File: src/rtl/bus_loader.sv
// Byte-stream command engine: decodes write/read commands from a byte link and
// drives word accesses on the core's data-memory port, returning ACK/NAK/read data.
module bus_loader #(
  parameter int unsigned TIMEOUT_CYCLES = 24000000,
  parameter logic [7:0]  OP_WRITE       = 8'h57,
  parameter logic [7:0]  OP_READ        = 8'h52,
  parameter logic [7:0]  ACK            = 8'h06,
  parameter logic [7:0]  NAK            = 8'h15
) (
  input  logic        clk,
  input  logic        reset,
  input  logic        in_valid,
  input  logic [7:0]  in_data,
  output logic        in_ready,
  output logic        out_valid,
  output logic [7:0]  out_data,
  input  logic        out_ready,
  output logic        bus_request,
  output logic [31:0] memory_address,
  output logic [31:0] memory_write_value,
  output logic [2:0]  memory_write_sections,
  input  logic [31:0] memory_read_value
);

  localparam int unsigned TW = $clog2(TIMEOUT_CYCLES + 1);

  typedef enum logic [2:0] {
    S_IDLE, S_ADDR, S_DATA, S_WR, S_RD_ISSUE, S_RD_WAIT, S_RESP
  } state_t;

  state_t        state_q, state_d;
  logic [1:0]    cnt_q, cnt_d;
  logic [TW-1:0] tcnt_q, tcnt_d, tcnt_inc;
  logic          is_write_q, is_write_d;
  logic [31:0]   addr_q, addr_d;
  logic [31:0]   data_q, data_d;
  logic [23:0]   resp_q, resp_d;
  logic          in_ready_d, out_valid_d, bus_request_d;
  logic [7:0]    out_data_d;
  logic [31:0]   mem_addr_d, mem_wval_d;
  logic [2:0]    mem_sec_d;
  logic          in_acc, out_acc;

  // Next-state and next-output decode; every output is registered from these.
  always_comb begin
    state_d       = state_q;
    cnt_d         = cnt_q;
    tcnt_d        = '0;
    is_write_d    = is_write_q;
    addr_d        = addr_q;
    data_d        = data_q;
    resp_d        = resp_q;
    out_valid_d   = out_valid;
    out_data_d    = out_data;
    bus_request_d = bus_request;
    mem_addr_d    = memory_address;
    mem_wval_d    = memory_write_value;
    mem_sec_d     = 3'b000;
    in_acc        = in_valid && in_ready;
    out_acc       = out_valid && out_ready;
    tcnt_inc      = (tcnt_q == TW'(TIMEOUT_CYCLES)) ? tcnt_q : tcnt_q + TW'(1);

    unique case (state_q)
      S_IDLE: begin
        if (in_acc) begin
          if (in_data == OP_WRITE || in_data == OP_READ) begin
            state_d    = S_ADDR;
            cnt_d      = 2'd0;
            is_write_d = (in_data == OP_WRITE);
          end else begin
            state_d     = S_RESP;
            cnt_d       = 2'd0;
            out_valid_d = 1'b1;
            out_data_d  = NAK;
          end
        end
      end
      S_ADDR: begin
        if (in_acc) begin
          addr_d[{cnt_q, 3'b000} +: 8] = in_data;
          bus_request_d = 1'b1;
          cnt_d         = cnt_q + 2'd1;
          if (cnt_q == 2'd3) begin
            if (addr_d[1:0] != 2'b00) begin
              state_d     = S_RESP;
              cnt_d       = 2'd0;
              out_valid_d = 1'b1;
              out_data_d  = NAK;
            end else if (is_write_q) begin
              state_d = S_DATA;
            end else begin
              state_d    = S_RD_ISSUE;
              mem_addr_d = addr_d & 32'hFFFF_FFFC;
            end
          end
        end else begin
          tcnt_d = tcnt_inc;
          if (tcnt_inc == TW'(TIMEOUT_CYCLES)) begin
            state_d       = S_IDLE;
            bus_request_d = 1'b0;
            tcnt_d        = '0;
          end
        end
      end
      S_DATA: begin
        if (in_acc) begin
          data_d[{cnt_q, 3'b000} +: 8] = in_data;
          cnt_d = cnt_q + 2'd1;
          if (cnt_q == 2'd3) begin
            state_d    = S_WR;
            mem_addr_d = addr_q & 32'hFFFF_FFFC;
            mem_wval_d = data_d;
            mem_sec_d  = 3'b111;
          end
        end else begin
          tcnt_d = tcnt_inc;
          if (tcnt_inc == TW'(TIMEOUT_CYCLES)) begin
            state_d       = S_IDLE;
            bus_request_d = 1'b0;
            tcnt_d        = '0;
          end
        end
      end
      S_WR: begin
        state_d     = S_RESP;
        cnt_d       = 2'd0;
        out_valid_d = 1'b1;
        out_data_d  = ACK;
      end
      S_RD_ISSUE: state_d = S_RD_WAIT;
      S_RD_WAIT: begin
        state_d     = S_RESP;
        cnt_d       = 2'd3;
        resp_d      = memory_read_value[31:8];
        out_valid_d = 1'b1;
        out_data_d  = memory_read_value[7:0];
      end
      S_RESP: begin
        // cnt_q counts the bytes still queued behind the one on out_data
        if (out_acc) begin
          if (cnt_q == 2'd0) begin
            state_d       = S_IDLE;
            out_valid_d   = 1'b0;
            bus_request_d = 1'b0;
          end else begin
            cnt_d      = cnt_q - 2'd1;
            out_data_d = resp_q[7:0];
            resp_d     = {8'h00, resp_q[23:8]};
          end
        end
      end
      default: state_d = S_IDLE;
    endcase

    in_ready_d = (state_d == S_IDLE) || (state_d == S_ADDR) || (state_d == S_DATA);
  end

  // State and output registers.
  always_ff @(posedge clk) begin
    if (reset) begin
      state_q               <= S_IDLE;
      cnt_q                 <= '0;
      tcnt_q                <= '0;
      is_write_q            <= 1'b0;
      addr_q                <= '0;
      data_q                <= '0;
      resp_q                <= '0;
      in_ready              <= 1'b0;
      out_valid             <= 1'b0;
      out_data              <= '0;
      bus_request           <= 1'b0;
      memory_address        <= '0;
      memory_write_value    <= '0;
      memory_write_sections <= '0;
    end else begin
      state_q               <= state_d;
      cnt_q                 <= cnt_d;
      tcnt_q                <= tcnt_d;
      is_write_q            <= is_write_d;
      addr_q                <= addr_d;
      data_q                <= data_d;
      resp_q                <= resp_d;
      in_ready              <= in_ready_d;
      out_valid             <= out_valid_d;
      out_data              <= out_data_d;
      bus_request           <= bus_request_d;
      memory_address        <= mem_addr_d;
      memory_write_value    <= mem_wval_d;
      memory_write_sections <= mem_sec_d;
    end
  end

endmodule

File: config.mk
export PLATFORM = sky130hd
export DESIGN_NAME = bus_loader
export DESIGN_NICKNAME = d
export VERILOG_FILES = /design/src/rtl/bus_loader.sv
export SDC_FILE = /design/constraint.sdc
export NUM_CORES = 1
export LEC_CHECK = 0
export BUFFER_PORTS_ARGS = -buffer_cell sky130_fd_sc_hd__buf_2
export CAP_MARGIN = 20
export CORE_MARGIN = 3
export CORE_UTILIZATION = 28
export DETAILED_ROUTE_END_ITERATION = 8
export GPL_ROUTABILITY_DRIVEN = 0
export HOLD_SLACK_MARGIN = 0.05
export PLACE_DENSITY_LB_ADDON = 0.25
export REMOVE_ABC_BUFFERS = 1
export SLEW_MARGIN = 25
export SYNTH_ARGS = -nofsm -noshare
export SYNTH_HDL_FRONTEND = slang
export SYNTH_SLANG_ARGS = --single-unit
File: constraint.sdc
create_clock -name clk -period 5.27 [get_ports clk]
set_input_delay 1.054 -clock clk [delete_from_list [all_inputs] [get_ports clk]]
set_output_delay 1.054 -clock clk [all_outputs]
set_load 0.005 [all_outputs]
After elaboration in Yosys (flattened, before gate mapping)
Cells that the tools add are included.
Cells by class
  add/sub/neg operators: 4
  eq/ne operators: 26
  shifts and indexed selects: 2
  mux-type cells: 54
  bitwise logic cells: 3
  reductions and logical operators: 29
Operators with widths (count)
  $mux W32: 6
  $bwmux W32: 2
  $pmux W32 S2: 1
  $mux W8: 7
  $eq A25 B25 Y1 const B: 2
  $mux W24: 2
  $pmux W24 S2: 1
  $pmux W8 S5: 1
  $mux W3: 12
  $shift A8 B7 Y32 const A: 1
  $shiftx A8 B7 Y32: 1
  $ne A2 B2 Y1 const B: 13
  $add A25 B1 Y25 const B: 1
  $mux W25: 1
  $pmux W3 S6: 1
  $eq A8 B7 Y1 const B: 2
  $reduce_and A8 Y1: 2
  $mux W2: 7
  $pmux W2 S6: 1
  $mux W1: 10
  $eq A3 B2 Y1 const B: 3
  $eq A3 B3 Y1 const B: 3
  $reduce_and A3 Y1: 3
  $neg A5 Y7: 1
  other kinds (23): 34
Storage, ports and cells
  bits in registers: 197
  input port bits: 44
  output and inout port bits: 78
  word-level logic and storage cells: 132

Depth between registers and ports, before layout
Gate-level depths: netlist of run 1.
  depth in word-level cells: 11
  depth in mapped cells: 10
  gate-level depth less buffers: 8

Worst setup path before layout of run 1
No wires, ideal clock.
  kind: input port to flip-flop
  start: input in_data[0]
  end: register memory_address[10]
  setup time: 86 ps
  arrival: 2574 ps
  required time: 5184 ps
  setup slack: 2610 ps
  cell stages on the path: 7
  buffers on the path: 1
  cell sequence: or2_2 > o2bb2ai_1 > or3_1 > a21oi_1 > buf_2 > nor2_1 > a211oi_1
On the way
  longest elaborated chain between the ends: 7
  elaborated cells on any way between the ends: 10
  classes of those cells: eq/ne: 1; shift: 1; mux: 6; reduce/logical: 2
RTL lines
  from (decl): line 13  | input logic [7:0] in_data,
  $shiftx A8 B7 Y32 *: line 80  | addr_d[{cnt_q, 3'b000} +: 8] = in_data;
  $bwmux W32 *: line 80
  $mux W32: line 89  | end else if (is_write_q) begin
  $mux W32: line 84  | if (addr_d[1:0] != 2'b00) begin
  $mux W32: line 83  | if (cnt_q == 2'd3) begin
  $mux W32: line 79  | if (in_acc) begin
  $pmux W32 S2: line 63  | unique case (state_q)
  to (signal assigned): line 187  | memory_address <= mem_addr_d;
  to (decl): line 19  | output logic [31:0] memory_address,
Mark *: on every way between the ends. The rest lies on a longest branch, timed or not. The select of a mux whose other input is x is not followed.
A chain may end at the register's enable or synchronous reset.

Final worst setup path of run 1
  start: register cnt_q[0]
  end: register memory_address[19]
On the way
  longest elaborated chain between the ends: 8
  elaborated cells on any way between the ends: 15
  classes of those cells: add/sub: 1; eq/ne: 4; shift: 2; mux: 6; reduce/logical: 2
RTL lines
  from (decl): line 32  | logic [1:0] cnt_q, cnt_d;
  from (signal assigned): line 177  | cnt_q <= cnt_d;
  $neg A5 Y7: line 80
  $shiftx A8 B7 Y32 / $shift A8 B7 Y32 (equally long branches): line 80
  $bwmux W32: line 80
  $mux W32: line 89
  $mux W32: line 84
  $mux W32: line 83
  $mux W32: line 79
  $pmux W32 S2: line 63
Parallel ways exist; a longest one is shown, timed or not. The select of a mux whose other input is x is not followed.

==> out/metrics.sh, run 1 <==
MAPPEDNETLISTAREA_MM2=0.00862
DRT.ANTENNA.VIOLATING_NETS=0
HOLD_VIOL_FINAL=0
WORST_SETUP_PATH_START_KIND='flip-flop'
VIA_COUNT=7644
CP_CAPTURE_TYPE='flip-flop'
DETAIL_ROUTE.ITER0.VIOLATIONS=624
BOUNDARYPINS=122
CTS_HOLD_BUF=0
WORSTHOLDPATHTYPE='reg -> reg'
SETUP_CRIT_START='cnt_q[0]$_SDFFE_PP0P_'
CRITICAL_PATH.TOP_DELAY_FAMILY='compound AO/OA/AOI/OAI gates'
CRITPATHSLOWESTCELL='sky130_fd_sc_hd__a21oi_4'
DRT-TOTAL-WL_UM=24600
SYNTH_CELL_TYPES=65
CRITICAL_PATH_BUF_INV_COUNT=3
SETUP_TOTAL_NEGATIVE_SLACK_NS=0
TIMING.CRITICAL_PATH.REQUIRED_NS=5.64
LARGEST_NET_DEGREE_AT_THE_START_OF_GLOBAL_ROUTING=109
DP_HPWL_UM=16100
TIMING.CRITICAL_PATH.ARRIVAL_NS=4.13
IO_BUFFERS=119
MOST_AREA_CONSUMING_CELLS_AFTER_SYNTHESIS='sky130_fd_sc_hd__dfxtp_1 45%, sky130_fd_sc_hd__nor2_1 8.0%, sky130_fd_sc_hd__a211oi_1 6.6%'
GLOBALROUTE.TOTALOVERFLOW=0
YS_TOP_CELLS_BY_COUNT='193 x sky130_fd_sc_hd__dfxtp_1, 183 x sky130_fd_sc_hd__nor2_1, 76 x sky130_fd_sc_hd__a211oi_1, 75 x sky130_fd_sc_hd__a22oi_1, 59 x sky130_fd_sc_hd__nand2_1'
POST_ROUTE_CELLS_DRIVE_ABOVE_1_SHARE_PCT=16.3
WIRE_PER_INST_UM=16.5
TRITONCTS='built'
WORST-R2R-SETUP-SLACK_NS=1.51
FF_LATCH_AREA_MM2=0.00386
CTS.ROOT.BUFFER_CELL='sky130_fd_sc_hd__clkbuf_16'
MAXIMUM_FANOUT_COUNT_ALONG_THE_CRITICAL_PATH=32
FINALSETUPVIOLATIONS=0
CRITICAL_PATH.MOST_COMMON_CELL='sky130_fd_sc_hd__buf_4'
DIE_W_UM=181
DIE_H_UM=181
CTS_SETUP_BUFFERS=0
TIMING.CLOCK.SKEW_NS=0.0197
CP_CELL_SEQUENCE='inv_1, ha_1, nor3b_2, buf_4, o2bb2ai_1, or3_1, a21oi_4, buf_4, nor2_1, a211oi_1'
SYN_INST=1013
WORST_HOLD_SLACK_NS=0.455
FIRST_PASS_GRT_WIRE_LENGTH_UM=40000
RR_STARTPOINT='cnt_q[0]$_SDFFE_PP0P_'
COREAREA_MM2=0.0300
ROUTED_VIA_DENSITY=5.14
FINALCRITPERIODSHARE_PCT=71.4
POWER.DENSITY_CELL_AREA_mW_PER_MM2=378
GRT_SETUP_UNREPAIRED='false'
FINALNETCOUNT=1135
POWER_LEAKAGE_nW=3.52
CLOCK.FMAX_MHz=266
GROUTE.USAGE.OVERALL_PCT=14.7
DRT-PASS1-ITER-COUNT=5
SLEW-LIMIT-HEADROOM_PCT=37.4
IR_WORST_VDD_mV=0.231
NETLIST.AREA_LEADER.SHARE_PCT=44.8
DIEAREA_MM2=0.0329
FLOORPLAN.INITIALDENSITY_PCT=28.8
PRE_CTS_WS_NS=1.50
H-TREE-DEPTH=4
GRT_ANTENNA_BEFORE_REPAIR=2
CP-ENDPOINT='memory_address[19]$_SDFFE_PP0P_'
FIN_TOTAL_PWR_mW=3.83
DRC_ERRORS=0
PLACEMENTROWS=63
SYNTH_AREA_LEADER_CELL='sky130_fd_sc_hd__dfxtp_1'
WORSTREG2REGEND='memory_address[19]$_SDFFE_PP0P_'
TIMING.FINAL.CRIT_PERIOD_NS=3.76
SYNTH_EDF_COUNT=0
POSTSYNTH.TOPFLOPCELL='sky130_fd_sc_hd__dfxtp_1'
NUMCTSBUFFERS=17
SYNTH.FF_LATCH_COUNT=193
CTS.PATH.MAX_BUFFERS=2
SYNTH.YOSYS.SEQ_AREA_SHARE_PCT=44.8
SLEW_VIOLATIONS=0
TIGHTEST_SLEW_NS=0.932
FILL_CELLS=3176
WORST_CASE_SETUP_MARGIN_IN_THE_FINAL_LAYOUT_NS=1.51
MAX_CAP_VIOL_COUNT=0
YOSYSWARNINGCOUNT=0
VIA_COUNT_OF_THE_FIRST_GLOBAL_ROUTING_PASS=7307
POSTSYNTH.ASYNCRESETSHARE_PCT=0
WORST-SETUP-PATH-TYPE='reg -> reg'
TRITONCTS_SINK_COUNT=193
POST-SYNTH-TOP-COUNT-CELL='sky130_fd_sc_hd__dfxtp_1'
CTS-RESIZED-GATES=0
MULTI_INPUT_AREA_MM2=0.00439
R2R.WORST_PATH.CELLS=10
SYNTH.AVG_CELL_AREA_UM2=8.51
CTS.REPORTEDPATHS.CLKPINSLEW_NS=0.10
LAYOUT-AREA-OVERHEAD-VS-SYNTH_PCT=17.6
RUN_STATUS='complete, no violations'
CRITPATHMAXSTAGEDELAY_NS=0.71
LOGIC_DEPTH_OF_THE_WORST_PATH_BUFFERS_INCLUDED=10
CLKLATENCYLATEPIN_NS=0.45
[registers in the layout (all words and copies together) (netlist names)]
register	count
is_write_q	1
memory_write_value	32
bus_request	1
out_data	8
out_valid	1
data_q	32
tcnt_q	25
memory_address	30
resp_q	24
cnt_q	2
addr_q	32
memory_write_sections	1
state_q	3
in_ready	1
[cell type report]
cell class	instances	share of cell area [%]
Tap cell	390	4.81
Timing Repair Buffer	131	6.91
Sequential cell	193	38.1
Clock inverter	15	2.18
Inverter	13	0.481
Antenna cell	1	0.0247
Multi-Input combinational cell	727	43.3
Clock buffer	17	4.19
[cell usage in the layout (no fill, tap or decap), types with 4 or more instances in the layout]
cell type	netlist	layout
sky130_fd_sc_hd__mux2i_1	4	4
sky130_fd_sc_hd__a311oi_1	17	17
sky130_fd_sc_hd__o22ai_1	4	4
sky130_fd_sc_hd__clkbuf_16	0	17
sky130_fd_sc_hd__o21ai_0	17	17
sky130_fd_sc_hd__a22oi_1	75	75
sky130_fd_sc_hd__clkinv_8	0	7
sky130_fd_sc_hd__and2_1	27	26
sky130_fd_sc_hd__dfxtp_1	193	193
sky130_fd_sc_hd__a22o_1	5	5
sky130_fd_sc_hd__xnor2_1	15	15
sky130_fd_sc_hd__nand2b_1	8	8
sky130_fd_sc_hd__xor2_1	10	10
sky130_fd_sc_hd__ha_1	7	7
sky130_fd_sc_hd__nand4_1	8	8
sky130_fd_sc_hd__a211oi_1	76	76
sky130_fd_sc_hd__a31oi_1	4	4
sky130_fd_sc_hd__nand2_1	59	59
sky130_fd_sc_hd__inv_1	11	11
sky130_fd_sc_hd__nor3_1	6	6
sky130_fd_sc_hd__nor2_1	183	181
sky130_fd_sc_hd__nor4_1	7	6
sky130_fd_sc_hd__buf_2	9	118
sky130_fd_sc_hd__and3_1	7	7
sky130_fd_sc_hd__nor2b_1	15	14
sky130_fd_sc_hd__nand3_1	48	48
sky130_fd_sc_hd__a21oi_1	57	56
sky130_fd_sc_hd__a32oi_1	21	21
sky130_fd_sc_hd__buf_4	4	12
[worst register-to-register path: stages, from the launching register on]
cell and delay (ns):
sky130_fd_sc_hd__dfxtp_1 0.46, sky130_fd_sc_hd__inv_1 0.16, sky130_fd_sc_hd__ha_1 0.46, sky130_fd_sc_hd__nor3b_2 0.26
sky130_fd_sc_hd__buf_4 0.23, sky130_fd_sc_hd__o2bb2ai_1 0.24, sky130_fd_sc_hd__or3_1 0.45, sky130_fd_sc_hd__a21oi_4 0.71
sky130_fd_sc_hd__buf_4 0.43, sky130_fd_sc_hd__nor2_1 0.09, sky130_fd_sc_hd__a211oi_1 0.22
[cells by family after synthesis]
group / after synthesis / synth area share, %
mux: 5 / 0.595
other cells: 1 / 0.0435
flops: 193 / 44.8
xor+xnor: 25 / 2.54
simple gates: 389 / 21.5
fa+ha+maj: 8 / 1.25
buf+inv: 94 / 4.66
compound gates: 298 / 24.6
[layer usage]
layer	vias up	share of wire, %	track usage [%]
met5	-	0	0
met2	233	43	22.6
met1	3560	49	20.8
met3	7	7.0	4.09
li1	3844	-	-
met4	0	0.61	3.02
[worst min-delay path by stage]
stage / startpoint / endpoint / slack [ns] / cells after the start
final: resp_q[21]$_SDFFE_PP0P_ / resp_q[21]$_SDFFE_PP0P_ / 0.45 / 2
after global routing: resp_q[17]$_SDFFE_PP0P_ / resp_q[17]$_SDFFE_PP0P_ / 0.49 / 2
after CTS: out_data[2]$_SDFFE_PP0P_ / out_data[2]$_SDFFE_PP0P_ / 0.46 / 2
after detailed placement: out_data[2]$_SDFFE_PP0P_ / out_data[2]$_SDFFE_PP0P_ / 0.44 / 2
after global placement: out_data[2]$_SDFFE_PP0P_ / out_data[2]$_SDFFE_PP0P_ / 0.43 / 2
after floorplan: resp_q[16]$_SDFFE_PP0P_ / resp_q[16]$_SDFFE_PP0P_ / 0.43 / 2
[metrics by stage]
stage	utilization, %	std cells	instance area [µm²]
5_1_grt	33.8	1486	10100
4_1_cts	33.8	1486	10100
3_5_place_dp	31.7	1454	9490
3_3_place_gp	31.7	1454	9490
6_report	33.9	1487	10100
2_1_floorplan	-	933	8270
[power by group]
| part | switching [mW] | internal, mW |
|---|---|---|
| sequential | 0.0715 | 1.51 |
| clock | 0.716 | 0.668 |
| combinational | 0.598 | 0.261 |
| total | 1.39 | 2.44 |
Power figures use the tool's default switching activity.
==> run 2, diff against run 1 <==
- clock period: 5.27 -> 3.7 ns (I/O delays scaled with it)
==> out/metrics.sh, run 2 (synthesis results as in run 1) <==
PLACED_CELLS=1458
DRT-PASS1-ITER-COUNT=6
DP_HPWL_UM=16100
IO_BUFFERS=119
MAX_CAP_VIOL_COUNT=0
FINALSETUPVIOLATIONS=0
POWER_LEAKAGE_nW=3.54
CTS_HOLD_BUF=0
WORST-SETUP-PATH-TYPE='reg -> reg'
HOLD_VIOL_FINAL=0
NUMBER_OF_DIODES_ADDED_FOR_ANTENNA_FIXING=0
DRT.ANTENNA.VIOLATING_NETS=0
CRITPATHMAXSTAGEDELAY_NS=0.50
GRT_UTIL_MET2_PCT=22.1
DIE_W_UM=181
POWER.SWITCHING_mW=1.91
LARGEST_NET_DEGREE_AT_THE_START_OF_GLOBAL_ROUTING=87
GROUTE.LAYER.MET1.USAGE_PCT=20.8
LAYOUT-AREA-OVERHEAD-VS-SYNTH_PCT=17.9
FINALNETCOUNT=1139
SLEW_VIOLATIONS=0
TIMING.CRITICAL_PATH.ARRIVAL_NS=3.29
WIRE_PER_INST_UM=16.6
GRT.BUSIEST_LAYER='met2'
POST_ROUTE_CELLS_DRIVE_ABOVE_1_SHARE_PCT=16.5
SHARE_CLK_OF_TOTAL_POWER_PCT=35.9
STDCELL_AREA_MM2=0.0102
FIN_CELLS=1490
CP_CAPTURE_TYPE='flip-flop'
CRITICAL_PATH.TOP_DELAY_FAMILY='buffers and inverters'
INTERNAL-POWER_mW=3.53
DRC_ERRORS=0
DPL-INSTANCE-AREA_MM2=0.00953
FILL_CELLS=3185
RR_STARTPOINT='cnt_q[0]$_SDFFE_PP0P_'
VIA_COUNT=7655
DRT-TOTAL-WL_UM=24700
LARGEST_REGISTERS='addr_q x32, data_q x32, memory_write_value x32'
CRITPATHSLOWESTCELL='sky130_fd_sc_hd__buf_4'
TRITONCTS_SINK_COUNT=193
POWER.DENSITY_CELL_AREA_mW_PER_MM2=536
GROUTE.USAGE.OVERALL_PCT=14.7
CP_CELL_SEQUENCE='inv_1, ha_1, nor3b_2, o2bb2ai_1, or3_1, a21oi_4, buf_4, nor2_1, a211oi_1'
FINAL_CORE_UTILIZATION_PCT=33.9
CRITICAL_PATH_BUF_INV_COUNT=2
CTS.ROOT.BUFFER_CELL='sky130_fd_sc_hd__clkbuf_16'
CLOCK.FMAX_MHz=342
MAXIMUM_FANOUT_COUNT_ALONG_THE_CRITICAL_PATH=60
DETAIL_ROUTE.ITER0.VIOLATIONS=561
CLKLATENCYLATEPIN_NS=0.44
CTS_SETUP_BUFFERS=0
ROUTED_VIA_DENSITY=5.14
DIEAREA_MM2=0.0329
WORSTHOLDPATHTYPE='reg -> reg'
SETUP_TOTAL_NEGATIVE_SLACK_NS=0
FIRST_PASS_GRT_WIRE_LENGTH_UM=39700
WORST_SETUP_PATH_START_KIND='flip-flop'
PLACEMENTROWS=63
TIMING.CLOCK.SKEW_NS=0.0136
GLOBALROUTE.TOTALOVERFLOW=0
TIGHTEST_SLEW_NS=0.902
TIMING.FINAL.CRIT_PERIOD_NS=2.92
TIMING.CRITICAL_PATH.REQUIRED_NS=4.06
GRT_ANTENNA_BEFORE_REPAIR=1
COREAREA_MM2=0.0300
FINAL_COMMON_CELL='sky130_fd_sc_hd__dfxtp_1'
GRT_SETUP_UNREPAIRED='false'
H-TREE-DEPTH=4
VIA_COUNT_OF_THE_FIRST_GLOBAL_ROUTING_PASS=7199
CTS.REPORTEDPATHS.CLKPINSLEW_NS=0.09
CTS.PATH.MAX_BUFFERS=2
WORST_HOLD_SLACK_NS=0.454
WORST-R2R-SETUP-SLACK_NS=0.78
SLEW-LIMIT-HEADROOM_PCT=39.7
RUN_STATUS='complete, no violations'
POWER_SWITCHING_SHARE_PCT=35.1
BOUNDARYPINS=122
CTS-RESIZED-GATES=0
FLOORPLAN.INITIALDENSITY_PCT=28.8
TRITONCTS='built'
MOST-COMMON-LAYOUT-CELLS='193 x sky130_fd_sc_hd__dfxtp_1, 181 x sky130_fd_sc_hd__nor2_1, 118 x sky130_fd_sc_hd__buf_2'
FINALCRITPERIODSHARE_PCT=79.0
IR_WORST_VDD_mV=0.370
DIE_H_UM=181
GRT_UTIL_MET3_PCT=4.07
HOLDCRITSTARTPOINT='resp_q[19]$_SDFFE_PP0P_'
SETUP_CRIT_START='cnt_q[0]$_SDFFE_PP0P_'
COMBINATIONALPOWERSHARE_PCT=22.9
POWER_FRAC_SEQ_PCT=41.2
NUMCTSBUFFERS=17
## run 2: metal layers
metal	part of all wire [%]	vias to the layer above
met5	0.036	-
met4	1.1	2
met3	6.5	25
met2	42	222
met1	50	3553
li1	-	3853
## run 2: cell type report
| class | instances | area, µm² | area share (%) |
|---|---|---|---|
| flip-flops and latches | 193 | 3860 | 38.0 |
| clock inverters | 14 | 193 | 1.90 |
| well taps | 390 | 488 | 4.80 |
| multi-input cells | 727 | 4380 | 43.2 |
| repair buffers | 135 | 743 | 7.32 |
| clock buffers | 18 | 439 | 4.32 |
| inverters | 13 | 48.8 | 0.480 |
## run 2: per-stage QoR
stage / power, mW / worst slack [ns]
2_1_floorplan: 3.04 / -1.83
3_3_place_gp: 3.54 / 0.846
3_5_place_dp: 3.53 / 0.774
4_1_cts: 5.50 / 0.753
5_1_grt: 5.73 / 0.403
6_report: 5.44 / 0.778
## run 2: worst paths after layout
check / end / depth (start not counted)
worst min-delay path: resp_q[19]$_SDFFE_PP0P_ / 2
worst max-delay path: memory_address[16]$_SDFFE_PP0P_ / 9
worst max register to register: memory_address[16]$_SDFFE_PP0P_ / 9
worst min register to register: resp_q[19]$_SDFFE_PP0P_ / 2
## run 2: power by group through the flow
stage	clock network [mW]	registers, mW	logic [mW]
finish	1.95	2.24	1.25
global route	2.08	2.26	1.40
CTS	2.01	2.24	1.25
detailed placement	0	2.29	1.24
global placement	0	2.29	1.25
floorplan	0	2.30	0.739
## run 2: worst min-delay path, stage by stage, from the launching register on
cell and delay, ns:
sky130_fd_sc_hd__dfxtp_1 0.31, sky130_fd_sc_hd__nand2_1 0.05, sky130_fd_sc_hd__a21oi_1 0.05
==> run 3, diff against run 2 <==
- clock period: 3.7 -> 2.7 ns (I/O delays scaled with it)
==> out/metrics.sh, run 3 (synthesis results as in run 1) <==
TIMING.FINAL.CRIT_PERIOD_NS=2.44
DIE_W_UM=181
GRT_SETUP_UNREPAIRED='false'
DRT-PASS1-ITER-COUNT=5
FINALSETUPVIOLATIONS=0
IR_WORST_VDD_mV=0.437
H-TREE-DEPTH=4
MAXIMUM_FANOUT_COUNT_ALONG_THE_CRITICAL_PATH=60
PLACED_CELLS=1481
CLOCK.FMAX_MHz=410
LARGEST_REGISTERS='addr_q x32, data_q x32, memory_write_value x32'
CTS_HOLD_BUF=0
SLEW-LIMIT-HEADROOM_PCT=46.4
CTS.PATH.MAX_BUFFERS=2
DRC_ERRORS=0
MOST-COMMON-LAYOUT-CELLS='193 x sky130_fd_sc_hd__dfxtp_1, 181 x sky130_fd_sc_hd__nor2_1, 118 x sky130_fd_sc_hd__buf_2'
GRT_ANTENNA_BEFORE_REPAIR=2
LARGEST_NET_DEGREE_AT_THE_START_OF_GLOBAL_ROUTING=105
TRITONCTS='built'
LAYOUT-AREA-OVERHEAD-VS-SYNTH_PCT=19.7
TIMING.CRITICAL_PATH.ARRIVAL_NS=2.80
RUN_STATUS='complete, no violations'
WORST-R2R-SETUP-SLACK_NS=0.26
TIMING.CLOCK.SKEW_NS=0.0142
WIRE_PER_INST_UM=16.4
DIEAREA_MM2=0.0329
HOLD_VIOL_FINAL=0
DRT-TOTAL-WL_UM=24900
FIN_CELLS=1513
WORST_HOLD_SLACK_NS=0.348
GROUTE.USAGE.OVERALL_PCT=14.8
FILL_CELLS=3208
PLACEMENTROWS=63
STDCELL_AREA_MM2=0.0103
TIGHTEST_SLEW_NS=0.804
VIA_COUNT=7823
CTS_SETUP_BUFFERS=0
NUMBER_OF_DIODES_ADDED_FOR_ANTENNA_FIXING=0
CP_CAPTURE_TYPE='flip-flop'
DETAIL_ROUTE.ITER0.VIOLATIONS=606
FINAL_CORE_UTILIZATION_PCT=34.4
IO_BUFFERS=119
DIE_H_UM=181
VIA_COUNT_OF_THE_FIRST_GLOBAL_ROUTING_PASS=7222
POWER_LEAKAGE_nW=3.64
CTS.ROOT.BUFFER_CELL='sky130_fd_sc_hd__clkbuf_16'
WORST-SETUP-PATH-TYPE='reg -> reg'
TIMING.CRITICAL_PATH.REQUIRED_NS=3.06
CLKLATENCYLATEPIN_NS=0.44
BOUNDARYPINS=122
WORSTHOLDPATHTYPE='in -> reg'
WORST_CASE_SETUP_MARGIN_IN_THE_FINAL_LAYOUT_NS=0.258
SLEW_VIOLATIONS=0
POWER.DENSITY_CELL_AREA_mW_PER_MM2=719
DPL-INSTANCE-AREA_MM2=0.00973
CTS-RESIZED-GATES=0
ROUTED_VIA_DENSITY=5.17
TRITONCTS_SINK_COUNT=193
FINAL_COMMON_CELL='sky130_fd_sc_hd__dfxtp_1'
FINALCRITPERIODSHARE_PCT=90.4
FINALNETCOUNT=1162
DRT.ANTENNA.VIOLATING_NETS=0
MAX_CAP_VIOL_COUNT=0
POST_ROUTE_CELLS_DRIVE_ABOVE_1_SHARE_PCT=18.3
WORST_SETUP_PATH_START_KIND='flip-flop'
COREAREA_MM2=0.0300
FIRST_PASS_GRT_WIRE_LENGTH_UM=40000
CTS.REPORTEDPATHS.CLKPINSLEW_NS=0.08
NUMCTSBUFFERS=17
FLOORPLAN.INITIALDENSITY_PCT=28.8
GLOBALROUTE.TOTALOVERFLOW=0
PRE_CTS_WS_NS=0.0706
DP_HPWL_UM=16800
[run 3: through the flow]
stage	setup TNS [ns]	power, mW
after floorplan	-262.73	4.16
after global placement	0	4.93
after detailed placement	0	4.92
after CTS	0	7.49
after global routing	0	7.81
final	0	7.42
[run 3: worst max-delay path, stage by stage, from the launching register on]
cell                        delay (ns)
sky130_fd_sc_hd__dfxtp_1          0.40
sky130_fd_sc_hd__inv_1            0.08
sky130_fd_sc_hd__ha_1             0.39
sky130_fd_sc_hd__nor3b_2          0.08
sky130_fd_sc_hd__o2bb2ai_1        0.22
sky130_fd_sc_hd__or3_1            0.43
sky130_fd_sc_hd__a21oi_4          0.18
sky130_fd_sc_hd__buf_12           0.27
sky130_fd_sc_hd__nor2_1           0.07
sky130_fd_sc_hd__a211oi_1         0.22
[run 3: cell type report]
class | count | area [µm²] | share of cell area, %
clock buffer | 18 | 429 | 4.16
clock inverter | 14 | 156 | 1.52
timing repair buffer | 158 | 941 | 9.12
inverter | 13 | 48.8 | 0.473
multi-input combinational | 727 | 4390 | 42.6
tap | 390 | 488 | 4.73
sequential | 193 | 3860 | 37.4
[run 3: where the power goes]
group          internal [mW]  switching, mW
clock                   1.25           1.29
sequential              2.96         0.0817
combinational          0.582           1.25
total                   4.79           2.62
[run 3: path summary, 6_finish.rpt]
| kind | startpoint | to | depth (start not counted) |
|---|---|---|---|
| hold reg to reg | out_data[2]$_SDFFE_PP0P_ | out_data[2]$_SDFFE_PP0P_ | 2 |
| setup / recovery | cnt_q[1]$_SDFFE_PP0P_ | memory_address[24]$_SDFFE_PP0P_ | 9 |
| hold / removal | memory_read_value[27] | resp_q[19]$_SDFFE_PP0P_ | 3 |
| setup reg to reg | cnt_q[1]$_SDFFE_PP0P_ | memory_address[24]$_SDFFE_PP0P_ | 9 |
[run 3: metal layers]
metal / global-route usage, % / up-vias / wire (µm)
met2: 22.2 / 217 / 10800
li1: - / 3896 / -
met4: 3.50 / 4 / 232
met3: 4.05 / 21 / 1670
met1: 21.0 / 3685 / 12100
met5: 0 / - / 16
